<file path="src/rtl/csr_spmv_run_ctrl.sv">
// Run sequencer for the HLS CSR SpMV core: resets the core, starts it a requested number of
// times per batch, captures y-port writes for readback, times the batch and aborts a hung core.
module csr_spmv_run_ctrl #(
    parameter int AW      = 3,
    parameter int DW      = 32,
    parameter int RST_CYC = 4,
    parameter int TIMEOUT = 4096
) (
    input  logic          ap_clk,
    input  logic          ap_rst,
    input  logic          cmd_start,
    input  logic [7:0]    cmd_runs,
    output logic          busy,
    output logic          done,
    output logic          timeout_err,
    output logic [7:0]    runs_done,
    output logic [31:0]   cycle_count,
    output logic          core_ap_rst,
    output logic          core_ap_start,
    input  logic          core_ap_done,
    input  logic          core_ap_ready,
    input  logic          core_ap_idle,
    input  logic          y_ce0,
    input  logic          y_we0,
    input  logic [AW-1:0] y_address0,
    input  logic [DW-1:0] y_d0,
    input  logic [AW-1:0] rd_addr,
    output logic [DW-1:0] rd_data
);

    localparam int DEPTH = 1 << AW;
    localparam int CMAX  = (TIMEOUT > RST_CYC) ? TIMEOUT : RST_CYC;
    localparam int CW    = $clog2(CMAX + 1);
    localparam logic [CW-1:0] RST_LAST = CW'(RST_CYC - 1);
    localparam logic [CW-1:0] TO_LAST  = CW'(TIMEOUT - 1);

    typedef enum logic [2:0] {
        S_IDLE, S_CRST, S_START, S_WAIT, S_NEXT, S_DONE, S_ERR
    } state_t;

    state_t        state_q, state_d;
    logic [CW-1:0] cnt_q, cnt_d;            // CRST length, then per-run watchdog
    logic [7:0]    runs_q, runs_d;
    logic [7:0]    runs_done_q, runs_done_d;
    logic          timeout_err_q, timeout_err_d;
    logic [31:0]   cycle_count_q, cycle_count_d;
    logic          clear_buf;
    logic [DW-1:0] buf_q [DEPTH];
    logic [DW-1:0] rd_data_q;

    // Idle status is informational only; sequencing relies on ready/done.
    logic unused_idle;
    assign unused_idle = core_ap_idle;

    // NOTE: every signal assigned in always_comb gets a default first so no latch is inferred.
    always_comb begin
        state_d       = state_q;
        cnt_d         = cnt_q;
        runs_d        = runs_q;
        runs_done_d   = runs_done_q;
        timeout_err_d = timeout_err_q;
        clear_buf     = 1'b0;
        cycle_count_d = cycle_count_q;
        if (state_q != S_IDLE && cycle_count_q != '1) cycle_count_d = cycle_count_q + 32'd1;

        unique case (state_q)
            S_IDLE: if (cmd_start) begin
                runs_d        = cmd_runs;
                runs_done_d   = '0;
                timeout_err_d = 1'b0;
                cycle_count_d = '0;
                clear_buf     = 1'b1;
                cnt_d         = '0;
                state_d       = (cmd_runs == 8'd0) ? S_DONE : S_CRST;
            end
            S_CRST: begin
                cnt_d = cnt_q + 1'b1;
                if (cnt_q == RST_LAST) begin
                    cnt_d   = '0;
                    state_d = S_START;
                end
            end
            S_START: begin
                cnt_d = cnt_q + 1'b1;
                if (core_ap_ready) begin
                    if (core_ap_done) begin
                        runs_done_d = runs_done_q + 8'd1;
                        state_d     = S_NEXT;
                    end else begin
                        state_d = S_WAIT;
                    end
                end else if (cnt_q == TO_LAST) begin
                    timeout_err_d = 1'b1;
                    state_d       = S_ERR;
                end
            end
            S_WAIT: begin
                cnt_d = cnt_q + 1'b1;
                if (core_ap_done) begin
                    runs_done_d = runs_done_q + 8'd1;
                    state_d     = S_NEXT;
                end else if (cnt_q == TO_LAST) begin
                    timeout_err_d = 1'b1;
                    state_d       = S_ERR;
                end
            end
            S_NEXT: begin
                if (runs_done_q == runs_q) begin
                    state_d = S_DONE;
                end else begin
                    cnt_d   = '0;
                    state_d = S_START;
                end
            end
            S_DONE:  state_d = S_IDLE;
            S_ERR:   state_d = S_DONE;
            default: state_d = S_IDLE;
        endcase
    end

    // NOTE: sequential state uses non-blocking assignments so all registers update together.
    always_ff @(posedge ap_clk) begin
        if (ap_rst) begin
            state_q       <= S_IDLE;
            cnt_q         <= '0;
            runs_q        <= '0;
            runs_done_q   <= '0;
            timeout_err_q <= 1'b0;
            cycle_count_q <= '0;
        end else begin
            state_q       <= state_d;
            cnt_q         <= cnt_d;
            runs_q        <= runs_d;
            runs_done_q   <= runs_done_d;
            timeout_err_q <= timeout_err_d;
            cycle_count_q <= cycle_count_d;
        end
    end

    // NOTE: the result buffer is reset and bulk-cleared on purpose: readback must show zeros
    // for entries the current batch never wrote, so it stays in flops rather than a RAM.
    always_ff @(posedge ap_clk) begin
        if (ap_rst || clear_buf) begin
            for (int i = 0; i < DEPTH; i++) buf_q[i] <= '0;
        end else if (y_ce0 && y_we0 && (state_q == S_START || state_q == S_WAIT)) begin
            buf_q[y_address0] <= y_d0;
        end
    end

    always_ff @(posedge ap_clk) begin
        if (ap_rst) rd_data_q <= '0;
        else        rd_data_q <= buf_q[rd_addr];
    end

    assign busy          = (state_q != S_IDLE);
    assign done          = (state_q == S_DONE);
    assign timeout_err   = timeout_err_q;
    assign runs_done     = runs_done_q;
    assign cycle_count   = cycle_count_q;
    assign core_ap_start = (state_q == S_START);
    assign core_ap_rst   = ap_rst || (state_q == S_CRST) || (state_q == S_ERR);
    assign rd_data       = rd_data_q;

endmodule
</file>
<file path="config.mk">
export PLATFORM = sky130hd
export DESIGN_NAME = csr_spmv_run_ctrl
export DESIGN_NICKNAME = d
export VERILOG_FILES = /design/src/rtl/csr_spmv_run_ctrl.sv
export SDC_FILE = /design/constraint.sdc
export NUM_CORES = 1
export LEC_CHECK = 0
export CELL_PAD_IN_SITES_DETAIL_PLACEMENT = 1
export CELL_PAD_IN_SITES_GLOBAL_PLACEMENT = 1
export CORE_ASPECT_RATIO = 1.25
export CORE_MARGIN = 1
export CORE_UTILIZATION = 43
export CTS_CLUSTER_DIAMETER = 30
export DETAILED_ROUTE_END_ITERATION = 7
export GPL_TIMING_DRIVEN = 1
export PLACE_DENSITY_LB_ADDON = 0.1
export RECOVER_POWER = 100
export SLEW_MARGIN = 10
export SYNTH_ARGS = -nofsm -noshare
export SYNTH_HDL_FRONTEND = slang
export SYNTH_SLANG_ARGS = --single-unit
export TNS_END_PERCENT = 50
</file>
<file path="constraint.sdc">
create_clock -name ap_clk -period 4.3 [get_ports ap_clk]
set_input_delay 0.86 -clock ap_clk [delete_from_list [all_inputs] [get_ports ap_clk]]
set_output_delay 0.86 -clock ap_clk [all_outputs]
set_load 0.05 [all_outputs]
</file>
==> results.py <==
metrics = {
    "setup_path": {
        "path_cells": "buf_4, nor3_1, inv_2, clkdlybuf4s50_1",
        "crit_required_ns": 3.44,
        "critPathArrivalTime_ns": 3.02,
        "startpoint_type": "flop",
        "slowest_delay_ns": 1.00,
        "crit_path_max_fanout": 11,
        "slowest_stage": "nor3_1",
        "setup.worst_path.end_class": "output pin",
        "worst-setup-path-type": "flop to output pin",
    },
    "grt": {
        "grt_max_degree": 45,
        "grt_first_pass_wirelength_mm": 67.2,
        "grt.met2_usage": 0.429,
        "met1_usage": 0.283,
        "grt_busiest_layer": "met2",
        "met3_usage": 0.0449,
        "grt_pass1_vias": 11500,
        "grt_use_total": 0.237,
        "grt_overflow": 0,
        "antenna_found_initial": 3,
    },
    "layout": {
        "drive_above_1_share": 0.184,
        "fin_nets": 1410,
        "fillers": 3541,
        "area_growth_pct": 28.2,
        "design_area_mm2": 0.0203,
        "antenna_cells": 0,
    },
    "routing": {
        "vias": 10500,
        "drcViolationCount": 0,
        "post_drt_wl_per_cell_um": 22.6,
        "wirelength_mm": 42.7,
        "firstDrtPassIters": 5,
        "drtAntennaViolNets": 0,
        "viasPerCell": 5.54,
        "drt_iter0_markers": 625,
    },
    "clock_tree": {
        "cts_tree": "built",
        "cts_root_buf": "clkbuf_16",
        "worstSkewPairLatency_ns": 0.58,
        "htree_levels": 3,
        "cts_resized": 0,
        "clkSinkCount": 353,
        "post_cts_buffers": 0,
        "ctsHoldBuffers": 0,
        "path_clk_slew_ns": 0.04,
        "cts_max_path_buffers": 3,
        "cts_inserted_buffers": 72,
    },
    "sta": {
        "maxClockFrequency_mhz": 258,
        "hold_viol_final": 0,
        "rsz0062_at_grt": "no",
        "fin_skew_ns": 0.0221,
        "timing.setup.tns_ns": 0,
        "fin_hold_ws_ns": 0.461,
        "period_share": 0.902,
        "worst_pin_slew_ns": 1.48,
        "relSlewSlack": 0.00167,
        "finalSetupViolCount": 0,
        "drv_slew": 0,
        "min_period_ns": 3.88,
    },
    "synthesis": {
        "ys_warn_count": 0,
        "synth.most_common_cell": "and2_1",
        "seq_area_frac_synth": 0.610,
        "ys_top_cells_by_area": "edfxtp_1 49%, dfxtp_1 12%, and2_1 10%",
        "ys_ff_latch": 353,
        "yosysUniqueCellTypes": 74,
        "postSynthAreaPerCell_um2": 13.3,
        "syn-cell-area_mm2": 0.0158,
        "yosysTopAreaCellShare": 0.487,
        "synth_flop_cell": "edfxtp_1",
        "syn_inst": 1185,
        "synth_top_area_cell": "edfxtp_1",
        "synth_nets": 1242,
        "synth_edf_count": 256,
        "async_flop_share": 0,
        "netlist_top_cells_count": "262 x and2_1, 256 x edfxtp_1, 97 x dfxtp_1",
    },
    "power": {
        "cellPowerDensity_mw_per_mm2": 519,
        "peakVddDrop_mv": 0.327,
        "leakagePower_uw": 0.00757,
    },
    "placement": {
        "io_buffer_count": 129,
        "placed_cell_area_mm2": 0.0178,
        "dp_hpwl_mm": 25.7,
        "gp_congestion": 0.782,
    },
    "die": {
        "rows": 78,
        "ioPinCount": 131,
        "start_util": 0.436,
        "fp.dieW_um": 173,
        "design.core.area_mm2": 0.0362,
        "die-area_mm2": 0.0375,
        "die_y_um": 216,
    },
    "status": {
        "violations": "max-capacitance violations",
        "outcome": "finished, violations left",
    },
    "flow_run": {
        "maxCapViolations": 1,
    },
    "min_path": {
        "worstHoldPathType": "flop to flop",
    },
}
[cell families after synthesis]
logic type,after synthesis,synth area share
and+or+nand+nor,506,0.189
DFF,353,0.610
AOI/OAI and AO/OA,123,0.0519
buffers and inverters,80,0.0220
adders and majority gates,3,0.00238
xor gates and xnor gates,18,0.00998
muxes,102,0.115
[state kept, by name, indices dropped and copies added, names as in the netlist]
signal / flops
state_q: 3
timeout_err: 1
runs_q: 8
cnt_q: 13
runs_done: 8
buf_q: 256
rd_data: 32
cycle_count: 32
[layout by cell type (no fill, tap or decap), types with 5 or more instances in the layout]
cell type	synthesis	layout
o211ai_1	8	8
clkdlybuf4s50_1	0	48
nand2_1	48	48
nand2b_1	7	5
buf_4	2	21
bufinv_16	0	11
nand3_1	22	22
and4_1	5	5
or4_1	11	11
a21oi_1	42	43
dlygate4sd3_1	0	77
clkinv_2	0	9
inv_1	9	9
or3_1	13	13
clkinv_4	0	6
buf_12	0	6
nor2_1	65	61
a31oi_1	7	7
and3_1	11	11
mux4_2	64	64
o31ai_1	9	9
and2_1	262	134
nor4_1	7	7
edfxtp_1	256	256
xnor2_1	14	14
and2_0	0	128
clkbuf_1	39	10
o21ai_0	23	17
dfxtp_1	97	97
mux2i_1	37	37
inv_6	0	9
nor3_1	5	7
nor2_2	1	5
clkinvlp_4	0	11
clkbuf_16	0	75
a2111o_1	5	5
nand4_1	22	22
[report_power, final]
| part | total (µW) | switching, µW | leakage, µW | internal (µW) |
|---|---|---|---|---|
| Sequential | 3940 | 71.4 | 0.00355 | 3870 |
| Clock | 5800 | 1890 | 0.00122 | 3910 |
| Combinational | 758 | 482 | 0.00281 | 276 |
[cell type report]
type | instances | area [µm²] | share of cell area
inverters | 11 | 41.3 | 0.00204
flip-flops and latches | 353 | 9630 | 0.475
repair buffers | 163 | 1580 | 0.0779
clock buffers | 83 | 1940 | 0.0956
well taps | 480 | 601 | 0.0297
clock inverters | 49 | 608 | 0.0300
multi-input cells | 752 | 5860 | 0.289
[worst max-delay path: cells and delay by family (launching register included)]
kind,cells,cell delay (ns)
buffers and inverters,3,1.04
AND/OR/NAND/NOR,1,1.00
flip-flops,1,0.41
[metrics by stage]
step	instances	total power, µW	util	setup slack [ns]
5_1_grt	1891	10800	0.559	0.334
6_report	1891	10500	0.559	0.422
4_1_cts	1891	10600	0.562	0.746
3_3_place_gp	1759	4770	0.492	0.700
3_5_place_dp	1759	4800	0.492	0.639
2_1_floorplan	1185	4440	-	0.0372
[worst paths after layout]
path | to | from | slack, ns | depth (start not counted)
worst min register to register | timeout_err | timeout_err | 0.46 | 2
worst min-delay path | timeout_err | timeout_err | 0.46 | 2
worst max register to register | buf_q[2][23] | state_q[1] | 0.77 | 6
worst max-delay path | busy | state_q[1] | 0.42 | 4
[routing by layer]
layer	wire (µm)	up-vias
met5	40	-
met4	739	6
met3	1850	63
met2	22700	243
met1	17300	5403
li1	-	4770
Power figures use the tool's default switching activity.
